`config.mk`:
```
export PLATFORM = sky130hd
export DESIGN_NAME = id_ex_stage_flat
export DESIGN_NICKNAME = d
export VERILOG_FILES = /design/src/rtl/id_ex_if.sv /design/src/rtl/id_ex_stage.sv /design/src/flat_wrapper.sv
export SDC_FILE = /design/constraint.sdc
export NUM_CORES = 1
export LEC_CHECK = 0
export BUFFER_PORTS_ARGS = -buffer_cell sky130_fd_sc_hd__clkbuf_2
export CAP_MARGIN = 20
export CELL_PAD_IN_SITES_DETAIL_PLACEMENT = 1
export CELL_PAD_IN_SITES_GLOBAL_PLACEMENT = 1
export CORE_ASPECT_RATIO = 1.75
export CORE_MARGIN = 2
export CORE_UTILIZATION = 37
export DETAILED_ROUTE_END_ITERATION = 8
export PLACE_DENSITY = 0.9
export REMOVE_ABC_BUFFERS = 1
export SLEW_MARGIN = 20
export SYNTH_ARGS = -nofsm -noshare
export SYNTH_HDL_FRONTEND = slang
export SYNTH_SLANG_ARGS = --single-unit
```
`constraint.sdc`:
```
create_clock -name clk -period 5.4 [get_ports clk]
set_input_delay 1.08 -clock clk [delete_from_list [all_inputs] [get_ports clk]]
set_output_delay 1.08 -clock clk [all_outputs]
set_load 0.005 [all_outputs]
```
`src/rtl/id_ex_if.sv`:
```
// rtl/id_ex_if.sv - decode-to-EX bundle carrying ID inputs, pipeline controls and ID/EX register outputs
interface id_ex_if #(
    parameter int DATA_W     = 32,
    parameter int REG_ADDR_W = 5,
    parameter int CNT_W      = 16
);
    logic                  reg_write_id;
    logic                  mem_to_reg_id;
    logic                  mem_read_id;
    logic                  mem_write_id;
    logic                  branch_id;
    logic                  alu_src_id;
    logic                  reg_dst_id;
    logic [1:0]            alu_op_id;
    logic [5:0]            func_id;
    logic [DATA_W-1:0]     rd1_id;
    logic [DATA_W-1:0]     rd2_id;
    logic [DATA_W-1:0]     imm_id;
    logic [REG_ADDR_W-1:0] rs_id;
    logic [REG_ADDR_W-1:0] rt_id;
    logic [REG_ADDR_W-1:0] rd_id;
    logic                  ext_stall;
    logic                  flush;

    logic                  reg_write_id_ex;
    logic                  mem_to_reg_id_ex;
    logic                  mem_read_id_ex;
    logic                  mem_write_id_ex;
    logic                  branch_id_ex;
    logic                  alu_src_id_ex;
    logic                  reg_dst_id_ex;
    logic [1:0]            alu_op_id_ex;
    logic [5:0]            func_id_ex;
    logic [DATA_W-1:0]     rd1_id_ex;
    logic [DATA_W-1:0]     rd2_id_ex;
    logic [DATA_W-1:0]     imm_id_ex;
    logic [REG_ADDR_W-1:0] rs_id_ex;
    logic [REG_ADDR_W-1:0] rt_id_ex;
    logic [REG_ADDR_W-1:0] rd_id_ex;
    logic                  valid_id_ex;
    logic                  hazard_stall;
    logic [CNT_W-1:0]      stall_count;

    modport master (
        output reg_write_id, mem_to_reg_id, mem_read_id, mem_write_id, branch_id,
               alu_src_id, reg_dst_id, alu_op_id, func_id, rd1_id, rd2_id, imm_id,
               rs_id, rt_id, rd_id, ext_stall, flush,
        input  reg_write_id_ex, mem_to_reg_id_ex, mem_read_id_ex, mem_write_id_ex,
               branch_id_ex, alu_src_id_ex, reg_dst_id_ex, alu_op_id_ex, func_id_ex,
               rd1_id_ex, rd2_id_ex, imm_id_ex, rs_id_ex, rt_id_ex, rd_id_ex,
               valid_id_ex, hazard_stall, stall_count
    );

    modport slave (
        input  reg_write_id, mem_to_reg_id, mem_read_id, mem_write_id, branch_id,
               alu_src_id, reg_dst_id, alu_op_id, func_id, rd1_id, rd2_id, imm_id,
               rs_id, rt_id, rd_id, ext_stall, flush,
        output reg_write_id_ex, mem_to_reg_id_ex, mem_read_id_ex, mem_write_id_ex,
               branch_id_ex, alu_src_id_ex, reg_dst_id_ex, alu_op_id_ex, func_id_ex,
               rd1_id_ex, rd2_id_ex, imm_id_ex, rs_id_ex, rt_id_ex, rd_id_ex,
               valid_id_ex, hazard_stall, stall_count
    );
endinterface

```
`src/rtl/id_ex_stage.sv`:
```
// rtl/id_ex_stage.sv - ID/EX pipeline register with load-use bubble insertion and stall counter
module id_ex_stage #(
    parameter int DATA_W     = 32,
    parameter int REG_ADDR_W = 5,
    parameter int CNT_W      = 16
) (
    input  logic    clk,
    input  logic    reset,
    id_ex_if.slave  bus
);
    typedef struct packed {
        logic                  valid;
        logic                  reg_write;
        logic                  mem_to_reg;
        logic                  mem_read;
        logic                  mem_write;
        logic                  branch;
        logic                  alu_src;
        logic                  reg_dst;
        logic [1:0]            alu_op;
        logic [5:0]            func;
        logic [DATA_W-1:0]     rd1;
        logic [DATA_W-1:0]     rd2;
        logic [DATA_W-1:0]     imm;
        logic [REG_ADDR_W-1:0] rs;
        logic [REG_ADDR_W-1:0] rt;
        logic [REG_ADDR_W-1:0] rd;
    } stage_t;

    stage_t           stage_q, stage_d;
    logic [CNT_W-1:0] stall_count_q, stall_count_d;
    logic             hazard;

    // Only a real load writing a non-zero register can starve the next instruction.
    assign hazard = stage_q.mem_read && stage_q.valid && (stage_q.rt != '0) &&
                    ((stage_q.rt == bus.rs_id) || (stage_q.rt == bus.rt_id));

    always_comb begin
        stage_d       = stage_q;
        stall_count_d = stall_count_q;
        if (bus.flush) begin
            stage_d = '0;
        end else if (bus.ext_stall) begin
            stage_d = stage_q;
        end else if (hazard) begin
            // All-zero bubble decodes as a side-effect-free add.
            stage_d = '0;
            if (stall_count_q != {CNT_W{1'b1}}) begin
                stall_count_d = stall_count_q + CNT_W'(1);
            end
        end else begin
            stage_d.valid      = 1'b1;
            stage_d.reg_write  = bus.reg_write_id;
            stage_d.mem_to_reg = bus.mem_to_reg_id;
            stage_d.mem_read   = bus.mem_read_id;
            stage_d.mem_write  = bus.mem_write_id;
            stage_d.branch     = bus.branch_id;
            stage_d.alu_src    = bus.alu_src_id;
            stage_d.reg_dst    = bus.reg_dst_id;
            stage_d.alu_op     = bus.alu_op_id;
            stage_d.func       = bus.func_id;
            stage_d.rd1        = bus.rd1_id;
            stage_d.rd2        = bus.rd2_id;
            stage_d.imm        = bus.imm_id;
            stage_d.rs         = bus.rs_id;
            stage_d.rt         = bus.rt_id;
            stage_d.rd         = bus.rd_id;
        end
    end

    always_ff @(posedge clk or posedge reset) begin
        if (reset) begin
            stage_q       <= '0;
            stall_count_q <= '0;
        end else begin
            stage_q       <= stage_d;
            stall_count_q <= stall_count_d;
        end
    end

    assign bus.hazard_stall     = hazard && !bus.flush;
    assign bus.stall_count      = stall_count_q;
    assign bus.valid_id_ex      = stage_q.valid;
    assign bus.reg_write_id_ex  = stage_q.reg_write;
    assign bus.mem_to_reg_id_ex = stage_q.mem_to_reg;
    assign bus.mem_read_id_ex   = stage_q.mem_read;
    assign bus.mem_write_id_ex  = stage_q.mem_write;
    assign bus.branch_id_ex     = stage_q.branch;
    assign bus.alu_src_id_ex    = stage_q.alu_src;
    assign bus.reg_dst_id_ex    = stage_q.reg_dst;
    assign bus.alu_op_id_ex     = stage_q.alu_op;
    assign bus.func_id_ex       = stage_q.func;
    assign bus.rd1_id_ex        = stage_q.rd1;
    assign bus.rd2_id_ex        = stage_q.rd2;
    assign bus.imm_id_ex        = stage_q.imm;
    assign bus.rs_id_ex         = stage_q.rs;
    assign bus.rt_id_ex         = stage_q.rt;
    assign bus.rd_id_ex         = stage_q.rd;
endmodule
```
`src/flat_wrapper.sv`:
```
// flat-port wrapper written by rule: the top's interface ports become plain ports
module id_ex_stage_flat 
#(
    parameter int DATA_W     = 32,
    parameter int REG_ADDR_W = 5,
    parameter int CNT_W      = 16
)
  (clk, reset, bus_reg_write_id, bus_mem_to_reg_id, bus_mem_read_id, bus_mem_write_id, bus_branch_id, bus_alu_src_id, bus_reg_dst_id, bus_alu_op_id, bus_func_id, bus_rd1_id, bus_rd2_id, bus_imm_id, bus_rs_id, bus_rt_id, bus_rd_id, bus_ext_stall, bus_flush, bus_reg_write_id_ex, bus_mem_to_reg_id_ex, bus_mem_read_id_ex, bus_mem_write_id_ex, bus_branch_id_ex, bus_alu_src_id_ex, bus_reg_dst_id_ex, bus_alu_op_id_ex, bus_func_id_ex, bus_rd1_id_ex, bus_rd2_id_ex, bus_imm_id_ex, bus_rs_id_ex, bus_rt_id_ex, bus_rd_id_ex, bus_valid_id_ex, bus_hazard_stall, bus_stall_count);
  id_ex_if #(.DATA_W(DATA_W), .REG_ADDR_W(REG_ADDR_W), .CNT_W(CNT_W)) bus_i ();
  input  logic clk;
  input  logic reset;
  input wire logic [$bits(bus_i.reg_write_id)-1:0] bus_reg_write_id;
  input wire logic [$bits(bus_i.mem_to_reg_id)-1:0] bus_mem_to_reg_id;
  input wire logic [$bits(bus_i.mem_read_id)-1:0] bus_mem_read_id;
  input wire logic [$bits(bus_i.mem_write_id)-1:0] bus_mem_write_id;
  input wire logic [$bits(bus_i.branch_id)-1:0] bus_branch_id;
  input wire logic [$bits(bus_i.alu_src_id)-1:0] bus_alu_src_id;
  input wire logic [$bits(bus_i.reg_dst_id)-1:0] bus_reg_dst_id;
  input wire logic [$bits(bus_i.alu_op_id)-1:0] bus_alu_op_id;
  input wire logic [$bits(bus_i.func_id)-1:0] bus_func_id;
  input wire logic [$bits(bus_i.rd1_id)-1:0] bus_rd1_id;
  input wire logic [$bits(bus_i.rd2_id)-1:0] bus_rd2_id;
  input wire logic [$bits(bus_i.imm_id)-1:0] bus_imm_id;
  input wire logic [$bits(bus_i.rs_id)-1:0] bus_rs_id;
  input wire logic [$bits(bus_i.rt_id)-1:0] bus_rt_id;
  input wire logic [$bits(bus_i.rd_id)-1:0] bus_rd_id;
  input wire logic [$bits(bus_i.ext_stall)-1:0] bus_ext_stall;
  input wire logic [$bits(bus_i.flush)-1:0] bus_flush;
  output wire logic [$bits(bus_i.reg_write_id_ex)-1:0] bus_reg_write_id_ex;
  output wire logic [$bits(bus_i.mem_to_reg_id_ex)-1:0] bus_mem_to_reg_id_ex;
  output wire logic [$bits(bus_i.mem_read_id_ex)-1:0] bus_mem_read_id_ex;
  output wire logic [$bits(bus_i.mem_write_id_ex)-1:0] bus_mem_write_id_ex;
  output wire logic [$bits(bus_i.branch_id_ex)-1:0] bus_branch_id_ex;
  output wire logic [$bits(bus_i.alu_src_id_ex)-1:0] bus_alu_src_id_ex;
  output wire logic [$bits(bus_i.reg_dst_id_ex)-1:0] bus_reg_dst_id_ex;
  output wire logic [$bits(bus_i.alu_op_id_ex)-1:0] bus_alu_op_id_ex;
  output wire logic [$bits(bus_i.func_id_ex)-1:0] bus_func_id_ex;
  output wire logic [$bits(bus_i.rd1_id_ex)-1:0] bus_rd1_id_ex;
  output wire logic [$bits(bus_i.rd2_id_ex)-1:0] bus_rd2_id_ex;
  output wire logic [$bits(bus_i.imm_id_ex)-1:0] bus_imm_id_ex;
  output wire logic [$bits(bus_i.rs_id_ex)-1:0] bus_rs_id_ex;
  output wire logic [$bits(bus_i.rt_id_ex)-1:0] bus_rt_id_ex;
  output wire logic [$bits(bus_i.rd_id_ex)-1:0] bus_rd_id_ex;
  output wire logic [$bits(bus_i.valid_id_ex)-1:0] bus_valid_id_ex;
  output wire logic [$bits(bus_i.hazard_stall)-1:0] bus_hazard_stall;
  output wire logic [$bits(bus_i.stall_count)-1:0] bus_stall_count;
  assign bus_i.reg_write_id = bus_reg_write_id;
  assign bus_i.mem_to_reg_id = bus_mem_to_reg_id;
  assign bus_i.mem_read_id = bus_mem_read_id;
  assign bus_i.mem_write_id = bus_mem_write_id;
  assign bus_i.branch_id = bus_branch_id;
  assign bus_i.alu_src_id = bus_alu_src_id;
  assign bus_i.reg_dst_id = bus_reg_dst_id;
  assign bus_i.alu_op_id = bus_alu_op_id;
  assign bus_i.func_id = bus_func_id;
  assign bus_i.rd1_id = bus_rd1_id;
  assign bus_i.rd2_id = bus_rd2_id;
  assign bus_i.imm_id = bus_imm_id;
  assign bus_i.rs_id = bus_rs_id;
  assign bus_i.rt_id = bus_rt_id;
  assign bus_i.rd_id = bus_rd_id;
  assign bus_i.ext_stall = bus_ext_stall;
  assign bus_i.flush = bus_flush;
  assign bus_reg_write_id_ex = bus_i.reg_write_id_ex;
  assign bus_mem_to_reg_id_ex = bus_i.mem_to_reg_id_ex;
  assign bus_mem_read_id_ex = bus_i.mem_read_id_ex;
  assign bus_mem_write_id_ex = bus_i.mem_write_id_ex;
  assign bus_branch_id_ex = bus_i.branch_id_ex;
  assign bus_alu_src_id_ex = bus_i.alu_src_id_ex;
  assign bus_reg_dst_id_ex = bus_i.reg_dst_id_ex;
  assign bus_alu_op_id_ex = bus_i.alu_op_id_ex;
  assign bus_func_id_ex = bus_i.func_id_ex;
  assign bus_rd1_id_ex = bus_i.rd1_id_ex;
  assign bus_rd2_id_ex = bus_i.rd2_id_ex;
  assign bus_imm_id_ex = bus_i.imm_id_ex;
  assign bus_rs_id_ex = bus_i.rs_id_ex;
  assign bus_rt_id_ex = bus_i.rt_id_ex;
  assign bus_rd_id_ex = bus_i.rd_id_ex;
  assign bus_valid_id_ex = bus_i.valid_id_ex;
  assign bus_hazard_stall = bus_i.hazard_stall;
  assign bus_stall_count = bus_i.stall_count;
  id_ex_stage #(.DATA_W(DATA_W), .REG_ADDR_W(REG_ADDR_W), .CNT_W(CNT_W)) u_core (.clk(clk), .reset(reset), .bus(bus_i));
endmodule
```
==> run metrics, run 1 <==
gr ovfl total=0; Critical path buffers and inverters=1; first drt pass iteration count=4; Adder-Cell Fraction of Synth Area=0.001763; cell internal pwr=2.022 mW; Clock Latency Late Sink=0.44 ns; CP top delay family=simple AND/OR/NAND/NOR gates; power density cells=295.6 mW/mm2; worst slew pin tran=0.9530 ns; largest cells by area after synthesis=dfrtp_1 (50%), o41ai_1 (11%), o41ai_2 (9.2%); share of the clock period used by the worst path=0.6464; standard-cell rows=67; Total Routing Usage GR=0.2268; sequential area share after synthesis=0.5041; #FFs+latches synth=143; crit path kind=reg2out; number of cells on the critical path=5; Combinational Power Share=0.116; WL final=22.56 mm; initial antenna violation count=1; DP HPWL=15.26 mm; Total Nets Final=1039; CTS max path bufs=2; post-CTS setup buffers=0; R2R cell count=5; LEAKAGE=4.866 nW; Vias/cell=5.317; Initial Util=0.3747; mux contribution to synthesized area=0.001586; top cell type's share of synthesized area=0.5041; CP peak stage delay=0.62 ns; CTS clk-pin slew, worst paths=0.06 ns; Simple-Gate Fraction of Synth Area=0.1488; critical path required time=4.32 ns; Max Fanout on Critical Path=11; hold violation count in the final report=0; # DRC=0; Die ar.=0.02035 mm2; Synth Area in Compound Gates=0.2022; Worst Skew=0.01302 ns; Clk pwr share=0.456; largest net degree at the start of global routing=123; status=finished clean; crit path cell chain=or4_1 -> o211ai_2 -> nand2b_1 -> nor2_1 -> clkbuf_2; # port buffers=273; Switching Fraction=0.2544; xor-xnor portion of the synthesized cell area=0.03085; Max Cap Violations=0; total negative slack=0 ns; Setup crit end kind=output pin; core footprint=0.01895 mm2; Fin Hold WS=0.4773 ns; # fillers=2215; Yosys warning total=0; first-pass GRT wire length=35.40 mm; headroom to the max-slew limit=0.3647; vias in the first global route=6681; Worst VDD drop=0.2230 mV; post_cts resized=0; clock sink count=143; Area Growth Syn to Fin=29.28%; slowest CP cell=or4_1; cell taking the most area after synthesis=dfrtp_1; # IOs=274; post-synthesis cell count=674; sequential power share=0.428; CTS root buf=clkbuf_16; Critical Path Start=u_core.bus.rt_id_ex[0]; total CTS buffers=17; Hold Buf Count CTS=0; CTS tree=built; worst r2r src=u_core.bus.rt_id_ex[0]; WL/cell=19.40 um; main combinational cell family by area after synthesis=compound AO/OA/AOI/OAI gates; mapped cell area=0.007098 mm2; Vias=6184; worst path arrival time=2.41 ns; Slew Viols, Final=0; Synth Area per Inst=10.53 um2; DRT iter0 DRCs=291; most frequent cells in the layout=clkbuf_2 (271), dfrtp_1 (143), inv_1 (128), o41ai_1 (86), nand3b_1 (78); commonest non-fill, non-tap cell in the layout=clkbuf_2; Hold/Removal Path Class=reg2reg; Setup violations, final=0; overall die width=108.7 um; Worst Min Path Start=u_core.bus.rd1_id_ex[6]; library cells used by synthesis=29; NetSw=0.6901 mW; Worst Hold Depth=2; Fmax=286.5 MHz; H-tree level count=4; fraction of layout cells with a size suffix above 1=0.3887; Chip Height=187.2 um; RD Place Congestion=0.8000; unrepaired setup endpoints after global routing=no; ANT nets after route=0; Final min period=3.491 ns; crit path launch type=register
-- kinds of logic after synthesis --
logic type | after synthesis
simple gates | 178
xor+xnor | 25
buf+inv | 196
fa+ha+maj | 1
mux | 1
compound gates | 130
flops | 143
-- synthesized netlist by cell type --
cell type / instances
dfrtp_1: 143
inv_1: 129
o41ai_1: 86
nand3b_1: 78
nand2_1: 57
clkbuf_1: 52
o41ai_2: 40
xnor2_1: 25
nand3_1: 14
buf_2: 10
nor2_1: 6
buf_6: 5
nand4_1: 4
nand4b_1: 4
nor3_1: 4
and3_1: 3
nor2b_1: 2
a21oi_1: 1
and4_1: 1
and4bb_2: 1
ha_1: 1
mux2_2: 1
nand2b_1: 1
nor3b_1: 1
nor4bb_1: 1
o211ai_2: 1
o21a_1: 1
o22ai_1: 1
or4_1: 1
-- state kept, by name, summed over array words and instances (netlist names), 2 cells and up --
| name | cells |
|---|---|
| u_core.bus.imm_id_ex | 32 |
| u_core.bus.rd1_id_ex | 32 |
| u_core.bus.rd2_id_ex | 32 |
| u_core.bus.stall_count | 16 |
| u_core.bus.func_id_ex | 6 |
| u_core.bus.rd_id_ex | 5 |
| u_core.bus.rs_id_ex | 5 |
| u_core.bus.rt_id_ex | 5 |
| u_core.bus.alu_op_id_ex | 2 |
-- metrics by stage --
| stage | cell area, um2 | cells | setup WS [ns] | power (mW) | util |
|---|---|---|---|---|---|
| CTS | 9174 | 1162 | 1.857 | 2.747 | 0.4842 |
| detailed placement | 8564 | 1130 | 1.926 | 1.498 | 0.4521 |
| global placement | 8564 | 1130 | 2.059 | 1.482 | 0.4521 |
| global route | 9176 | 1163 | 1.759 | 2.816 | 0.4843 |
| floorplan | 6797 | 607 | -2.207 | 1.296 | - |
| finish | 9176 | 1163 | 1.909 | 2.712 | 0.4843 |
-- worst reg2reg max path: stages, from the launching register on --
cell and delay [ns]:
dfrtp_1 0.44, or4_1 0.62, o211ai_2 0.51, nor2b_4 0.08
buf_4 0.38, o41ai_1 0.45
-- metal layers --
layer  global-route usage  vias to the layer above  part of all wire
met1               0.2477                     3036              0.37
met2               0.3882                      227              0.52
met3              0.04843                       79             0.043
li1                     -                     2842                 -
met5                    0                        -                 0
met4               0.1460                        0             0.062
-- path summary, 6_finish.rpt --
check	slack [ns]	end
worst min register to register	0.48	u_core.bus.rd1_id_ex[6]
max in group asynchronous	3.69	u_core.bus.rd2_id_ex[15]
worst max-delay path	1.91	bus_hazard_stall
min in group asynchronous	0.62	u_core.bus.imm_id_ex[12]
worst min-delay path	0.48	u_core.bus.rd1_id_ex[6]
worst max register to register	2.79	u_core.bus.imm_id_ex[18]
-- power groups by stage --
stage	clock, mW	sequential (mW)	combinational [mW]
after floorplan	0	1.18	0.116
after global placement	0	1.18	0.305
after detailed placement	0	1.18	0.318
after CTS	1.27	1.16	0.320
after global routing	1.30	1.17	0.346
final	1.24	1.16	0.314
-- area by class of cell --
type	instances	area [um2]	share of cell area
antenna	1	2.502	0.0002727
inverter	129	489.2	0.05331
clock inverter	10	135.1	0.01473
tap	241	301.5	0.03286
multi-input combinational	335	2749	0.2996
timing repair buffer	282	1446	0.1576
clock buffer	22	474.2	0.05168
sequential	143	3578	0.3900
Note: power is estimated with default switching activity, not from simulation.
==> inputs of run 2 (changes only) <==
--- a/config.mk
+++ b/config.mk
@@ -11,9 +11,9 @@
 export CELL_PAD_IN_SITES_GLOBAL_PLACEMENT = 1
 export CORE_ASPECT_RATIO = 1.75
 export CORE_MARGIN = 2
-export CORE_UTILIZATION = 37
+export CORE_UTILIZATION = 33
 export DETAILED_ROUTE_END_ITERATION = 8
-export PLACE_DENSITY = 0.9
+export PLACE_DENSITY = 0.85
 export REMOVE_ABC_BUFFERS = 1
 export SLEW_MARGIN = 20
 export SYNTH_ARGS = -nofsm -noshare
==> constraint.sdc (replaced) <==
create_clock -name clk -period 2.95 [get_ports clk]
set_input_delay 0.59 -clock clk [delete_from_list [all_inputs] [get_ports clk]]
set_output_delay 0.59 -clock clk [all_outputs]
set_load 0.005 [all_outputs]
==> run metrics, run 2 (same netlist as run 1, synthesis figures left out) <==
critical path required time=2.36 ns (was 4.32 ns); power density cells=507.9 mW/mm2 (was 295.6 mW/mm2); clock sink count=143 (unchanged); Worst VDD drop=0.3230 mV (was 0.2230 mV); NetSw=1.243 mW (was 0.6901 mW); Clock Latency Late Sink=0.45 ns (was 0.44 ns); Hold Buf Count CTS=0 (unchanged); post-CTS setup buffers=0 (unchanged); post_cts resized=0 (unchanged); # DRC=0 (unchanged); # IOs=274 (unchanged); Total Routing Usage GR=0.2004 (was 0.2268); # fillers=2488 (was 2215); Max Fanout on Critical Path=11 (unchanged); worst r2r src=u_core.bus.rt_id_ex[2] (was u_core.bus.rt_id_ex[0]); worst slew pin tran=0.9550 ns (was 0.9530 ns); Combinational Power Share=0.125 (was 0.116); crit path kind=reg2out (unchanged); cell internal pwr=3.427 mW (was 2.022 mW); H-tree level count=4 (unchanged); CP peak stage delay=0.57 ns (was 0.62 ns); first drt pass iteration count=5 (was 4); placed cell count=1147 (was 1130); post-layout util=0.4313 (was 0.4843); Final min period=2.786 ns; sequential power share=0.455 (was 0.428); LEAKAGE=4.869 nW (was 4.866 nW); Switching Fraction=0.2661 (was 0.2544); Vias=6206 (was 6184); total power=4.670 mW (was 2.712 mW); Setup WS post-layout=0.1639 ns (was 1.909 ns); initial antenna violation count=1 (unchanged); WL final=22.46 mm (was 22.56 mm); vias in the first global route=6540 (was 6681); CTS max path bufs=2 (unchanged); largest net degree at the start of global routing=110 (was 123); fraction of layout cells with a size suffix above 1=0.3864 (was 0.3887); Worst Skew=0.008799 ns (was 0.01302 ns); CTS tree=built (unchanged); worst reg2reg endpoint=u_core.bus.imm_id_ex[30] (was u_core.bus.imm_id_ex[18]); CP top delay family=simple AND/OR/NAND/NOR gates (unchanged); WL/cell=19.04 um (was 19.40 um); standard-cell rows=71 (was 67); ANT nets after route=0 (unchanged); Fmax=358.9 MHz; CTS clk-pin slew, worst paths=0.06 ns (about the same); Initial Util=0.3329 (was 0.3747); Total Nets Final=1042 (was 1039); Clk pwr share=0.420 (was 0.456); overall die width=114.9 um (was 108.7 um); Setup crit end kind=output pin (unchanged); slowest CP cell=or4_1 (unchanged); Non-Filler Instances=1180 (was 1163); RD Place Congestion=0.8295 (was 0.8000); crit path cell chain=or4_1 -> o211ai_2 -> buf_4 -> nand2b_1 -> nor2_1 -> clkbuf_2 (was or4_1 -> o211ai_2 -> nand2b_1 -> nor2_1 -> clkbuf_2); core footprint=0.02132 mm2 (was 0.01895 mm2); unrepaired setup endpoints after global routing=no (unchanged); R2R cell count=7 (was 5); status=finished clean (unchanged); headroom to the max-slew limit=0.3633 (was 0.3647); gr ovfl total=0 (unchanged); crit path launch type=register (unchanged); DP HPWL=15.46 mm (was 15.26 mm); total CTS buffers=17 (unchanged); share of the clock period used by the worst path=0.9444; commonest non-fill, non-tap cell in the layout=clkbuf_2 (unchanged); worst path arrival time=2.20 ns (was 2.41 ns); hold violation count in the final report=0 (unchanged); Area Growth Syn to Fin=29.54% (was 29.28%); # port buffers=273 (unchanged); Die ar.=0.02274 mm2 (was 0.02035 mm2); most frequent cells in the layout=clkbuf_2 (271), dfrtp_1 (143), inv_1 (128), o41ai_1 (86), nand3b_1 (78) (unchanged); Slew Viols, Final=0 (unchanged); DRT iter0 DRCs=276 (was 291); first-pass GRT wire length=34.86 mm (was 35.40 mm); reg-to-reg slack, setup=0.70 ns (was 2.79 ns); CTS root buf=clkbuf_16 (unchanged); Chip Height=198.0 um (was 187.2 um); Max Cap Violations=0 (unchanged); Critical path buffers and inverters=2 (was 1); DP Worst Slack=0.5155 ns (was 1.926 ns); Hold/Removal Path Class=in2async (was reg2reg); Vias/cell=5.259 (was 5.317); Setup violations, final=0 (unchanged)
==> run 2: cell count changes in the layout (fill, tap and decap cells not counted), sizes merged <==
cell / before / now
clkinv: 3 / 6
clkinvlp: 4 / 1
clkbuf: 293 / 296
buf: 11 / 14
bufinv: 3 / 0
==> run 2: cell type report <==
cell class | instances | area, um2 | area share
diodes | 1 | 2.502 | 0.0002721
flip-flops and latches | 143 | 3578 | 0.3892
repair buffers | 285 | 1544 | 0.1679
multi-input cells | 335 | 2749 | 0.2990
clock buffers | 25 | 475.5 | 0.05171
inverters | 129 | 489.2 | 0.05320
well taps | 255 | 319.1 | 0.03470
clock inverters | 7 | 37.54 | 0.004082
==> run 2: worst max path at each step <==
stage / cells past startpoint / startpoint / to
after floorplan: 5 / bus_rs_id[4] / u_core.bus.alu_op_id_ex[0]
after global placement: 8 / bus_rs_id[0] / u_core.bus.imm_id_ex[21]
after detailed placement: 8 / bus_rs_id[0] / u_core.bus.imm_id_ex[30]
after CTS: 6 / u_core.bus.rt_id_ex[0] / bus_hazard_stall
after global routing: 6 / u_core.bus.rt_id_ex[3] / bus_hazard_stall
final: 6 / u_core.bus.rt_id_ex[0] / bus_hazard_stall
==> run 2: per-layer routing <==
layer	part of all wire	wire length, um	up-vias	global-route usage
met5	0	0	-	0
met4	0.061	1374	0	0.1473
met3	0.033	752	70	0.03581
met2	0.53	11950	190	0.3462
met1	0.37	8386	3094	0.2151
li1	-	-	2852	-
==> run 2: power by group through the flow <==
stage	Combinational [mW]	Clock [mW]	Sequential (mW)
final	0.583	1.96	2.13
after global routing	0.644	2.08	2.14
after CTS	0.595	2.02	2.13
after detailed placement	0.593	0	2.16
after global placement	0.570	0	2.16
after floorplan	0.212	0	2.16
==> run 2: per-stage QoR <==
stage / instance area (um2) / TNS (ns) / hold WS (ns)
final: 9195 / 0 / 0.2104
after global routing: 9195 / 0 / 0.2363
after CTS: 9193 / 0 / 0.2258
after detailed placement: 8680 / 0 / 0.4664
after global placement: 8680 / 0 / 0.4555
after floorplan: 6797 / -734.62 / 0.4673
==> run 2: worst register-to-register path: stages, from the launching register on <==
cell and delay (ns):
dfrtp_1 0.46, xnor2_1 0.24, nand3_1 0.13, o22ai_1 0.25
buf_4 0.26, nor2b_4 0.24, buf_12 0.31, o41ai_1 0.20
